--- config.mk ---
export PLATFORM = sky130hd
export DESIGN_NAME = ecc_fifo_wr_arb
export DESIGN_NICKNAME = d
export VERILOG_FILES = /design/src/rtl/ecc_fifo_arb_pkg.sv /design/src/rtl/ecc_rr_pick.sv /design/src/rtl/ecc_fifo_wr_arb.sv
export SDC_FILE = /design/constraint.sdc
export NUM_CORES = 1
export LEC_CHECK = 0
export CAP_MARGIN = 15
export CORE_MARGIN = 2
export CORE_UTILIZATION = 31
export CTS_BUF_LIST = sky130_fd_sc_hd__clkbuf_4 sky130_fd_sc_hd__clkbuf_8 sky130_fd_sc_hd__clkbuf_16
export DETAILED_ROUTE_END_ITERATION = 7
export PLACE_DENSITY = 0.84
export SLEW_MARGIN = 10
export SYNTH_ARGS = -nofsm -noshare
export SYNTH_HDL_FRONTEND = slang
export SYNTH_SLANG_ARGS = --single-unit
--- constraint.sdc ---
create_clock -name clk -period 3.43 [get_ports clk]
set_input_delay 0.8575 -clock clk [delete_from_list [all_inputs] [get_ports clk]]
set_output_delay 0.8575 -clock clk [all_outputs]
set_load 0.01 [all_outputs]
--- src/rtl/ecc_fifo_arb_pkg.sv ---
// ecc_fifo_arb_pkg
//   Shared types and default sizing for the ECC FIFO write arbiter slice.
//   arb_state_t : arbiter FSM state (ARB = searching, XFER = grant active)
//   NR_DEFAULT  : default number of requesters
//   FW_DEFAULT  : default data / FIFO width
//   BL_DEFAULT  : default maximum beats per grant in burst builds
package ecc_fifo_arb_pkg;

    typedef enum logic [0:0] {ARB, XFER} arb_state_t;

    localparam int unsigned NR_DEFAULT = 4;
    localparam int unsigned FW_DEFAULT = 8;
    localparam int unsigned BL_DEFAULT = 4;

endpackage

--- src/rtl/ecc_rr_pick.sv ---
// ecc_rr_pick
//   Combinational rotate-priority search: returns the first set bit of
//   req_valid found by scanning upward from rr_ptr, wrapping NR-1 -> 0.
//   Ports:
//     req_valid [NR]   in  request vector
//     rr_ptr    [NRW]  in  index with highest priority
//     any              out at least one request present
//     idx       [NRW]  out selected index (0 when any = 0)
module ecc_rr_pick #(
    parameter int unsigned NR  = 4,
    parameter int unsigned NRW = $clog2(NR)
) (
    input  logic [NR-1:0]  req_valid,
    input  logic [NRW-1:0] rr_ptr,
    output logic           any,
    output logic [NRW-1:0] idx
);

    logic [NRW-1:0] w_cand;

    // Scan from the farthest offset down to offset 0 so the nearest valid
    // index (counting upward from rr_ptr) is the last assignment and wins.
    always_comb begin
        any    = |req_valid;
        idx    = '0;
        w_cand = '0;
        for (int unsigned k = NR; k > 0; k--) begin
            w_cand = NRW'((32'(rr_ptr) + k - 1) % NR);
            if (req_valid[w_cand]) begin
                idx = w_cand;
            end
        end
    end

endmodule

--- src/rtl/ecc_fifo_wr_arb.sv ---
// ecc_fifo_wr_arb
//   Round-robin write arbiter sharing one ECC-path FIFO among NR producers.
//   One producer is granted at a time; its accepted words go straight to
//   the FIFO write port, and nothing is written while the FIFO is full.
//   Optional feature macro: ECC_FIFO_ARB_BURST_EN
//     defined   : a grant lasts until req_last or BL beats
//     undefined : a grant lasts exactly one beat (req_last, BL unused)
//   Ports:
//     clk                 in  clock, posedge
//     reset_n             in  asynchronous active-low reset
//     req_valid [NR]      in  per-requester word valid
//     req_data  [NR*FW]   in  requester i data at [i*FW +: FW]
//     req_last  [NR]      in  final word of a burst (burst builds only)
//     req_ready [NR]      out per-requester accept
//     ffbwreq             out FIFO write request
//     ffbdi     [FW]      out FIFO write data
//     ffbfull             in  FIFO full
//     grant_vld           out grant active
//     grant_id  [NRW]     out granted requester index
module ecc_fifo_wr_arb
    import ecc_fifo_arb_pkg::*;
#(
    parameter int unsigned NR  = NR_DEFAULT,
    parameter int unsigned FW  = FW_DEFAULT,
    parameter int unsigned BL  = BL_DEFAULT,
    parameter int unsigned NRW = $clog2(NR)
) (
    input  logic              clk,
    input  logic              reset_n,
    input  logic [NR-1:0]     req_valid,
    input  logic [NR*FW-1:0]  req_data,
    input  logic [NR-1:0]     req_last,
    output logic [NR-1:0]     req_ready,
    output logic              ffbwreq,
    output logic [FW-1:0]     ffbdi,
    input  logic              ffbfull,
    output logic              grant_vld,
    output logic [NRW-1:0]    grant_id
);

    arb_state_t     r_state, w_state_nxt;
    logic [NRW-1:0] r_owner, w_owner_nxt;
    logic [NRW-1:0] r_rr_ptr, w_rr_ptr_nxt;
    logic [NRW-1:0] w_owner_inc;
    logic           w_any;
    logic [NRW-1:0] w_pick;
    logic           w_xfer;
    logic           w_own_valid;
    logic           w_beat;
    logic           w_done;
    logic [FW-1:0]  w_slice [NR];

    ecc_rr_pick #(
        .NR  (NR),
        .NRW (NRW)
    ) u_pick (
        .req_valid (req_valid),
        .rr_ptr    (r_rr_ptr),
        .any       (w_any),
        .idx       (w_pick)
    );

    for (genvar gi = 0; gi < NR; gi++) begin : g_slice
        assign w_slice[gi] = req_data[gi*FW +: FW];
    end

    assign w_xfer      = (r_state == XFER);
    assign w_own_valid = req_valid[r_owner];
    assign w_beat      = w_xfer & w_own_valid & ~ffbfull;
    assign w_owner_inc = (r_owner == NRW'(NR - 1)) ? '0 : r_owner + 1'b1;

`ifdef ECC_FIFO_ARB_BURST_EN
    localparam int unsigned BCW = $clog2(BL + 1);

    logic [BCW-1:0] r_beat_cnt;

    assign w_done = w_beat & (req_last[r_owner] | ((32'(r_beat_cnt) + 32'd1) == BL));

    always_ff @(posedge clk or negedge reset_n) begin
        if (!reset_n) begin
            r_beat_cnt <= '0;
        end else if (!w_xfer && w_any) begin
            r_beat_cnt <= '0;
        end else if (w_beat) begin
            r_beat_cnt <= r_beat_cnt + 1'b1;
        end
    end
`else
    localparam int unsigned bl_unused = BL;

    logic w_unused_last;

    assign w_unused_last = ^req_last;
    assign w_done        = w_beat;
`endif

    always_ff @(posedge clk or negedge reset_n) begin
        if (!reset_n) begin
            r_state  <= ARB;
            r_owner  <= '0;
            r_rr_ptr <= '0;
        end else begin
            r_state  <= w_state_nxt;
            r_owner  <= w_owner_nxt;
            r_rr_ptr <= w_rr_ptr_nxt;
        end
    end

    // A full FIFO freezes the grant outright, even if the owner drops valid
    // in that cycle; the valid-drop exit is only taken when not full.
    always_comb begin
        w_state_nxt  = r_state;
        w_owner_nxt  = r_owner;
        w_rr_ptr_nxt = r_rr_ptr;
        unique case (r_state)
            ARB: begin
                if (w_any) begin
                    w_owner_nxt = w_pick;
                    w_state_nxt = XFER;
                end
            end
            XFER: begin
                if ((!ffbfull && !w_own_valid) || w_done) begin
                    w_state_nxt  = ARB;
                    w_rr_ptr_nxt = w_owner_inc;
                end
            end
            default: w_state_nxt = ARB;
        endcase
    end

    always_comb begin
        req_ready = '0;
        if (w_xfer && !ffbfull) begin
            req_ready[r_owner] = 1'b1;
        end
    end

    assign ffbwreq   = w_beat;
    assign ffbdi     = w_slice[r_owner];
    assign grant_vld = w_xfer;
    assign grant_id  = r_owner;

endmodule

Word-level counts from Yosys, hierarchy flattened
Cells that the tools add are included.
{"block": "totals", "ff_bits": 5, "latch_bits": 0, "ramBits": 0, "mem_bits_ro": 0, "input_bits": 43, "output_inout_bits": 16, "elab_cells": 58, "n_memories": 0}
{"block": "op_classes", "add_sub_neg": 9, "multipliers": 0, "n_div": 0, "n_lt_le_gt_ge": 7, "n_eq_ne": 1, "n_shift": 0, "mux": 24, "bitwise_logic": 5, "reduce_logical": 9}
{"cell": "$bmux 8 s2", "n": 1}
{"cell": "$mux 8", "n": 2}
{"cell": "$lt 2x3->1 const B", "n": 5}
{"cell": "$bmux 1 s2", "n": 5}
{"cell": "$mux 2", "n": 5}
{"cell": "$mux 1", "n": 8}
{"cell": "$sub 2x1->2 const B", "n": 4}
{"cell": "$add 2x1->2 const B", "n": 3}
{"cell": "$add 2x2->2 const B", "n": 2}
{"cell": "$mux 4", "n": 1}
{"cell": "$reduce_and 2->1", "n": 2}
{"cell": "$reduce_or 4->1", "n": 1}
{"cell": "$ge 3x3->1 const B", "n": 1}
{"cell": "$logic_and 1x1->1", "n": 3}
{"cell": "$not 2->3", "n": 1}
{"cell": "$and 1x1->1", "n": 2}
{"cell": "$demux 1 s2", "n": 1}
{"cell": "$eq 2x2->1 const B", "n": 1}
{"cell": "$ge 2x1->1 const B", "n": 1}
{"cell": "$logic_not 1->1", "n": 2}
{"cell": "$not 1->1", "n": 2}
{"cell": "$pmux 1 s2", "n": 1}
{"cell": "$logic_or 1x1->1", "n": 1}

Depth between registers and ports, before layout
{"block": "depth", "ltp_word": 8, "depth_mapped": 4, "depth_no_buf": 3}

By module
From an unflattened synthesis, not the netlist that was laid out.
{"block": "unflattened", "cells_unflattened": 48, "hier_area_um2": 583.1}
{"mod": "ecc_fifo_wr_arb", "n_inst": 1, "cells_per_inst": 35, "area_per_inst_um2": 505.5, "seq_area_each_um2": 125.1}
{"mod": "ecc_rr_pick", "n_inst": 1, "cells_per_inst": 13, "area_per_inst_um2": 77.6, "seq_area_each_um2": 0.0}

Worst setup path after synthesis
OpenSTA, ideal clock, no wires.
{"block": "synth_timing", "kind": "in2out", "from": "input port req_valid[3]", "to": "output port ffbwreq", "arrival_ps": 1480, "t_required_ps": 2572, "setup_slack_ps": 1092, "path_stages": 2, "path_buffers": 0, "path_cell_list": "mux4_2 -> and2_1"}
{"block": "synth_via", "elab_chain_len": 4}
{"item": "start, declared", "line_no": "ecc_fifo_wr_arb.sv:30", "source": "input logic [NR-1:0] req_valid,"}
{"item": "$bmux 1 s2", "line_no": "ecc_fifo_wr_arb.sv:68", "source": "assign w_own_valid = req_valid[r_owner];"}
{"item": "$mux 1 (not written as such)", "line_no": "ecc_fifo_wr_arb.sv:68"}
{"item": "$and 1x1->1 (2 in a row)", "line_no": "ecc_fifo_wr_arb.sv:69", "source": "assign w_beat = w_xfer & w_own_valid & ~ffbfull;"}
{"item": "end, declared", "line_no": "ecc_fifo_wr_arb.sv:34", "source": "output logic ffbwreq,"}
Every way passes these cells. The select of a mux whose other input is x is not followed.

Final worst setup path
Same ends and word-level chain as after synthesis.

==> qor.csv <==
stage,metric,value,unit
floorplan,Die Y,47.7,µm
yosys,Synth area leaders,"mux4_2 (30%), dfrtp_1 (21%), ha_1 (8.4%), and2_1 (5.3%), mux4_1 (4.4%)",
setup_path,CP startpoint kind,input port,
yosys,ys async rst share,100,%
route,DRT Pass-1 Iters,4,
setup_path,Top delay family on crit path,buffers and inverters,
floorplan,# rows,15,
clocking,Max clock buf depth,2,
layout,Post-Layout Cell Count,135,
yosys,Main synth FF type,dfrtp_1,
timing,Slew @ Worst Pin,0.515,ns
global_routing,GRT Util Overall,18.3,%
yosys,Synth area leader,mux4_2,
floorplan,die area,0.00228,mm²
route,remaining antenna violation count,0,
timing,RSZ-0062 raised after global routing,false,
yosys,Synth Register Bits,5,
setup_path,largest stage delay on the critical path,0.48,ns
yosys,synth warn,0,
clocking,insertion delay to the later sink of the worst-skew pair,0.24,ns
run_status,outcome,finished clean,
yosys,dominant cell by count in the synthesized netlist,mux4_2,
timing,normalized max-slew margin,65.7,%
yosys,syn_nets,96,
timing,setup violators final,0,
setup_path,CP Capture Type,output port,
timing,clk_skew,0.00113,ns
clocking,post_cts resized,0,
setup_path,CP Depth,4,
layout,# fillers,152,
yosys,cells after synthesis,49,
layout,fin nets,158,
timing,final worst-path cycle share,95.3,%
min_path,worst hold path depth,1,
setup_path,Crit Path Class,in -> out,
yosys,post-synthesis sequential area ratio,21.1,%
place,Detailed Place HPWL,1.82,mm
timing,min Tclk post-route,3.27,ns
clocking,# hold bufs at CTS,0,
clocking,clk slew on worst S/H paths,0.04,ns
yosys,syn_area_per_cell,12.1,µm²
global_routing,pin count of the biggest net entering global routing,15,
timing,Peak Freq,306,MHz
setup_path,Worst Path Buf+Inv,2,
timing,final number of max-transition violations,0,
route,WL met1,831,µm
floorplan,Boundary Pins,59,
clocking,CTS Buf Count,3,
power_and_ir_drop,worst vdd ir,384,µV
power_and_ir_drop,PwrDens,475,mW/mm²
global_routing,number of global-route vias before repair,669,
route,metal2 WL,1.01,mm
power_and_ir_drop,Leak,0.486,nW
route,DRT Wirelength,2.12,mm
setup_path,required time worst endpoint,2.57,ns
layout,area growth from synthesis to layout,105,%
setup_path,critical path's slowest cell,mux4_2,
clocking,CTS tree,built,
place,IO buf count,54,
timing,Setup TNS,0,ns
clocking,clk sinks,5,
route,Avg Vias per Cell,4.92,
setup_path,CP Data Arrival Time,2.41,ns
route,Post-route DRC,0,
floorplan,Initial Util,33.6,%
route,highest metal used,met3,
layout,layout cells sized above 1,20.0,%
yosys,mapped cell area,593,µm²
clocking,Root Driver,clkbuf_4,
global_routing,Congestion Overflow GR,0,
place,final RePlAce weighted congestion,0.842,
route,metal3 WL,273,µm
route,total number of vias,664,
job,Max-Cap Viols,0,
place,placed cell count,131,
layout,n_diodes,0,
route,1st-iter DRT viols,8,
yosys,most frequent cells after synthesis,"mux4_2 (8), and2_1 (5), dfrtp_1 (5), inv_1 (5), ha_1 (4)",
route,post-DR wirelength/cell,15.7,µm
yosys,Yosys cell types,21,
clocking,H-tree lvl count,1,
setup_path,CP Cell Sequence,clkdlybuf4s50_1 -> mux4_2 -> and2_1 -> clkdlybuf4s50_1,
global_routing,initial antenna violation count,0,
timing,Final Hold Fails,0,
min_path,Min-Delay Path Class,reg -> reg,
yosys,top cell type's share of synthesized area,30.4,%
yosys,Post-synth EDFFs,0,
setup_path,most frequent CP cell,clkdlybuf4s50_1,
global_routing,first-pass GRT wire length,2.94,mm
floorplan,core area,0.00176,mm²
setup_path,R2R depth,4,
floorplan,Die X,47.7,µm
clocking,Post-CTS Setup Inserts,0,
setup_path,CP max FO,2,
[metrics by stage]
step	power [mW]	cell area (µm²)	hold WS (ns)	setup slack, ns	utilization [%]
6_report	0.577	1220	0.576	0.162	68.9
4_1_cts	0.586	1220	0.577	0.150	68.9
5_1_grt	0.624	1220	0.599	0.128	68.9
3_3_place_gp	0.496	1190	0.544	0.188	67.2
2_1_floorplan	0.319	593	0.518	1.09	-
3_5_place_dp	0.508	1190	0.569	0.150	67.2
[where the power goes]
group	switching (mW)	internal (mW)
registers	0.0514	0.0803
logic	0.122	0.248
clock network	0.0236	0.0518
[state kept, by name, summed over array words and instances, names as in the netlist]
register	cells
grant_id	2
grant_vld	1
r_rr_ptr	2
[cell families (layout without fill, tap and decap cells)]
logic type | after synthesis | after routing | synth area share (%)
multiplexers | 12 | 12 | 40.3
flip-flops | 5 | 5 | 21.1
buffers and inverters | 7 | 68 | 5.91
adder cells (fa/ha/maj) | 4 | 4 | 8.44
AO/OA/AOI/OAI | 8 | 8 | 9.92
AND/OR/NAND/NOR | 13 | 13 | 14.3
[worst paths after layout]
path                                     to  slack (ns)          from
min in group asynchronous       r_rr_ptr[1]        0.84       reset_n
worst min register to register  r_rr_ptr[0]        0.58   r_rr_ptr[0]
worst min-delay path            r_rr_ptr[0]        0.58   r_rr_ptr[0]
worst max register to register  r_rr_ptr[1]        1.86   grant_id[0]
worst max-delay path                ffbwreq        0.16  req_valid[3]
max in group asynchronous       grant_id[1]        2.41       reset_n
[area by class of cell]
| type | count | area, µm² | share of cell area, % |
|---|---|---|---|
| flip-flops and latches | 5 | 125 | 10.3 |
| clock buffers | 4 | 30.0 | 2.47 |
| inverters | 5 | 18.8 | 1.54 |
| multi-input cells | 37 | 433 | 35.6 |
| well taps | 25 | 31.3 | 2.57 |
| repair buffers | 59 | 578 | 47.5 |
[cells in the final DEF, fill, tap and decap left out]
cell type        count
ha_1                 4
nor4_2               1
o41ai_1              1
buf_4                5
nor2b_1              2
a221oi_1             1
o21ai_0              2
mux4_1               1
clkbuf_4             4
mux2_2               2
and2_1               5
dfrtp_1              5
mux4_2               8
a21oi_1              3
nand2_1              1
nor2_1               2
nor2_4               1
nand2b_1             1
clkdlybuf4s50_1     54
inv_1                5
o41ai_2              1
mux2i_1              1
[layer usage]
layer  vias up  GRT usage (%)
met2        44           33.9
met1       307           21.7
met5         -              0
li1        313              -
met3         0           2.26
met4         0           5.95
No activity file was read; power rests on OpenSTA's default activity.
==> edit 1, RTL diff (same flow settings) <==
`NR_DEFAULT`: 4 -> 8.
--- a/src/rtl/ecc_fifo_arb_pkg.sv
+++ b/src/rtl/ecc_fifo_arb_pkg.sv
@@ -8,7 +8,7 @@
 
     typedef enum logic [0:0] {ARB, XFER} arb_state_t;
 
-    localparam int unsigned NR_DEFAULT = 4;
+    localparam int unsigned NR_DEFAULT = 8;
     localparam int unsigned FW_DEFAULT = 8;
     localparam int unsigned BL_DEFAULT = 4;
 
Ports: changed (5 resized); port bits go from 59 to 104. No check against the original RTL was run, so the function may have changed too.
==> edit 1 against the unedited design <==
  * Synthesized area rose to 3.3 times the old value
  * Sequential cell count increased by 2
  * Design area grew to 2.5 times the old value
  * Maximum frequency down 2.0%
  * Routed wire length grew to 3.3 times the old value
  * Total power rose to 4.3 times the old value
  * Combinational power grew to 5.9 times the old value
  * Setup slack worse by 67 ps
  * Critical path type unchanged
  * Largest power group unchanged
==> edit 1: results (changes against the unedited design) <==
outcome: complete, no violations (unchanged)
aggregate routed wire length: 7030 um (was 2120 um)
hold slack: 619 ps (was 576 ps)
met2 usage: 0.353 (was 0.339)
GR Layer Usage met3: 0.0396 (was 0.0226)
synth top area cells: mux4_2 14%, mux2i_1 12%, dfrtp_1 8.9% (was mux4_2 30%, dfrtp_1 21%, ha_1 8.4%)
cell count after placement: 405 (was 131)
met1 Track Usage GR: 0.231 (was 0.217)
Max-slew headroom: 0.466 (was 0.657)
DR WL met3: 439 um (was 273 um)
Metal-1 WL: 2780 um (was 831 um)
Post-Syn Nets: 328 (was 96)
Met2 Wirelength: 3690 um (was 1010 um)
fill cell count: 567 (was 152)
vias: 2380 (was 664)
dpl cell area: 3030 sq um (was 1190 sq um)
DR top layer: met4 (was met3)
Worst path slowest cell: clkdlybuf4s50_1 (was mux4_2)
DP Wirelength: 5550 um (was 1820 um)
vias per cell: 5.82 (was 4.92)
Seq/Total Area, Yosys: 0.0893 (was 0.211)
Root Buffer: clkbuf_8 (was clkbuf_4)
commonest cells in the netlist: 23 x mux2i_1, 21 x nand2_1, 20 x nor2_1, 14 x mux2_2, 13 x a21oi_1 (was 8 x mux4_2, 5 x and2_1, 5 x dfrtp_1, 5 x inv_1, 4 x ha_1)
slack of the worst reg-to-reg path: 500 ps (was 1860 ps)
Post-Place Worst Slack: -145 ps (was 150 ps)
All-Layer GR Usage: 0.193 (was 0.183)
Clock Skew: 4.94 ps (was 1.13 ps)
# nets final: 422 (was 158)
initial drt markers: 225 (was 8)
vias in the first global route: 2327 (was 669)
PortBufs: 95 (was 54)
Leak Pwr: 1.18 nW (was 0.486 nW)
Max VDD drop: 0.626 mV (was 0.384 mV)
Max Clk Rate: 0.300 GHz (was 0.306 GHz)
share of layout cells above drive strength 1: 0.162 (was 0.200)
critical path arrival: 2480 ps (was 2410 ps)
Cell variety after synth: 56 (was 21)
==> edit 1: changes by cell type in the layout (fill, tap and decap cells not counted), moves of 12 or more <==
| cell | before | now |
|---|---|---|
| mux2i_1 | 1 | 23 |
| buf_4 | 5 | 17 |
| nor2_1 | 2 | 20 |
| clkdlybuf4s50_1 | 54 | 92 |
| nand2_1 | 1 | 21 |
| mux2_2 | 2 | 14 |
==> edit 1: cell families after synthesis <==
family / after synthesis / synth area share
multiplexers: 51 / 0.350
buffers and inverters: 28 / 0.0631
AO/OA/AOI/OAI: 72 / 0.267
adder cells (fa/ha/maj): 4 / 0.0255
AND/OR/NAND/NOR: 77 / 0.193
flip-flops: 7 / 0.0893
XOR/XNOR: 2 / 0.0128
==> edit 1: report_power, final <==
part	switching, mW	internal, mW
clock network	0.0411	0.0888
registers	0.0829	0.118
logic	1.11	1.06
total	1.24	1.27
==> edit 1: path summary, 6_finish.rpt <==
path                              start     endpoint  depth (start not counted)
min reg2reg                   grant_vld    grant_vld                          1
max                        req_data[47]     ffbdi[7]                          4
min in group asynchronous       reset_n  grant_id[2]                          1
max reg2reg                 r_rr_ptr[1]  grant_id[0]                          8
max in group asynchronous       reset_n  r_rr_ptr[0]                          1
min                           grant_vld    grant_vld                          1
==> edit 1: critical path, delay by kind of cell <==
| kind | cells | cell delay [ps] |
|---|---|---|
| buf+inv | 2 | 890 |
| mux | 2 | 730 |
==> edit 1: cell type report <==
class | count | share of cell area
multi-input cells | 206 | 0.540
repair buffers | 112 | 0.350
flip-flops and latches | 7 | 0.0569
well taps | 75 | 0.0305
clock buffers | 4 | 0.0159
inverters | 5 | 0.00610
==> edit 2, RTL diff (same flow settings) <==
Without the edit above. Add a define of `ECC_FIFO_ARB_BURST_EN`.
--- a/src/rtl/ecc_fifo_wr_arb.sv
+++ b/src/rtl/ecc_fifo_wr_arb.sv
@@ -17,6 +17,8 @@
 //     ffbfull             in  FIFO full
 //     grant_vld           out grant active
 //     grant_id  [NRW]     out granted requester index
+`define ECC_FIFO_ARB_BURST_EN
+
 module ecc_fifo_wr_arb
     import ecc_fifo_arb_pkg::*;
 #(
Check against the original RTL: not equivalent (a bounded check fails within 4 cycles, from zero or initial values and one cycle with reset_n low).
==> edit 2 against the unedited design <==
  * Sequential cell count grew 3
  * Synthesized area grew 33%
  * Register-to-register slack lost 660 ps
  * Setup slack lost 65 ps
  * Sequential power grew 58%
  * Via count grew 25%
  * Total power grew 46%
  * Routed wire length grew 9.4%
  * Design area grew 18%
  * Core utilization shrank 10 points
  * Combinational power grew 52%
  * Largest power group unchanged
==> edit 2: results (changes against the unedited design) <==
Synth Flop Type: dfrtp_1 (unchanged)
Synth async-reset ratio: 1.00 (unchanged)
hold crit path type: reg -> reg (unchanged)
crit-path max FO: 5 (was 2)
initial drt markers: 14 (was 8)
Seq/Total Area, Yosys: 0.253 (was 0.211)
number of buffers created by CTS: 3 (unchanged)
# nets final: 183 (was 158)
Ys Warns: 0 (unchanged)
Max VDD drop: 0.405 mV (was 0.384 mV)
Cell variety after synth: 29 (was 21)
Detailed Routing Iterations Pass 1: 4 (unchanged)
aggregate routed wire length: 2310 um (was 2120 um)
All-Layer GR Usage: 0.164 (was 0.183)
Largest Register: r_beat_cnt
share of layout cells above drive strength 1: 0.152 (was 0.200)
worst r2r src: grant_id[0] (unchanged)
critical path arrival: 2470 ps (was 2410 ps)
Post-Syn Nets: 120 (was 96)
Clock Latency Late Sink: 250 ps
CTS max path bufs: 2 (unchanged)
synth top area cells: mux4_2 26%, dfrtp_1 25%, ha_1 9.5% (was mux4_2 30%, dfrtp_1 21%, ha_1 8.4%)
fill cell count: 215 (was 152)
Clock Skew: 4.63 ps (was 1.13 ps)
Root Buffer: clkbuf_4 (unchanged)
Critical path origin: req_valid[1] (was req_valid[3])
DP Wirelength: 1950 um (was 1820 um)
total gr overflow: 0 (unchanged)
Setup Fix Bufs, Post-CTS: 0 (unchanged)
final slew viol count: 0 (unchanged)
vias: 831 (was 664)
Largest register FFs: 3
commonest cells in the netlist: 9 x mux4_2, 8 x dfrtp_1, 6 x ha_1, 6 x nand2_1, 6 x o21ai_0 (was 8 x mux4_2, 5 x and2_1, 5 x dfrtp_1, 5 x inv_1, 4 x ha_1)
largest net degree at the start of global routing: 17 (was 15)
# H-tree levels: 1 (unchanged)
Post-Place Worst Slack: 86.6 ps (was 150 ps)
PortBufs: 58 (was 54)
first-pass GRT wire length: 3540 um (was 2940 um)
outcome: complete, no violations (unchanged)
Leak Pwr: 0.595 nW (was 0.486 nW)
initial antenna violation count: 0 (unchanged)
Max-slew headroom: 0.504 (was 0.657)
critical hold path startpoint: r_beat_cnt[2] (was r_rr_ptr[0])
number of diodes: 0 (unchanged)
Worst-path clk slew: 50 ps
vias in the first global route: 827 (was 669)
GP Congestion: 0.793 (was 0.842)
## edit 2: area by class of cell
| type | count | area, sq um | area share |
|---|---|---|---|
| Multi-Input combinational cell | 56 | 557 | 0.387 |
| Clock buffer | 3 | 22.5 | 0.0157 |
| Sequential cell | 8 | 200 | 0.139 |
| Tap cell | 30 | 37.5 | 0.0261 |
| Timing Repair Buffer | 61 | 606 | 0.421 |
| Inverter | 4 | 15.0 | 0.0104 |
## edit 2: what timing repair did
item / CTS / global route
resized for setup: 0 / 1
setup endpoints to repair: 0 / 1
hold buffers: 0 / 0
## edit 2: stage by stage
| step | total power, mW | cells | hold slack (ps) | instance area (sq um) | util |
|---|---|---|---|---|---|
| final | 0.841 | 162 | 531 | 1440 | 0.586 |
| after global routing | 0.924 | 162 | 555 | 1440 | 0.586 |
| after CTS | 0.857 | 162 | 530 | 1440 | 0.585 |
| after detailed placement | 0.782 | 159 | 516 | 1410 | 0.575 |
| after global placement | 0.760 | 159 | 488 | 1410 | 0.575 |
| after floorplan | 0.523 | 71 | 463 | 791 | - |
## edit 2: final timing paths
check / end / slack, ps / cells after the start
max reg2reg: r_rr_ptr[0] / 1200 / 5
max in group asynchronous: r_rr_ptr[1] / 2280 / 1
min in group asynchronous: r_rr_ptr[0] / 880 / 1
min reg2reg: r_beat_cnt[2] / 530 / 1
min: r_beat_cnt[2] / 530 / 1
max: ffbwreq / 100 / 5
## edit 2: metal layers
metal / vias up / global-route usage / share of wire
met5: - / 0 / 0
met4: 0 / 0.100 / 0.028
met3: 8 / 0.0219 / 0.059
met2: 35 / 0.281 / 0.54
met1: 396 / 0.194 / 0.37
li1: 392 / - / -
## edit 2: logic make-up (layout without fill, tap and decap cells)
logic type,after synthesis,in the layout,share of synthesized area
fa+ha+maj,6,6,0.0949
buf+inv,7,68,0.0427
compound gates,14,14,0.112
flops,8,8,0.253
mux,13,13,0.335
simple gates,23,23,0.161
## edit 2: worst max-delay path, stage by stage
cell	delay [ps]
clkdlybuf4s50_1	470
mux4_2	510
nand2_1	110
inv_1	60
clkdlybuf4s50_1	470
## edit 2: power by group
part           switching (mW)  internal [mW]  total, mW
logic                   0.207          0.356      0.563
registers              0.0757          0.133      0.209
clock network          0.0301         0.0399     0.0700
total                   0.313          0.528      0.841
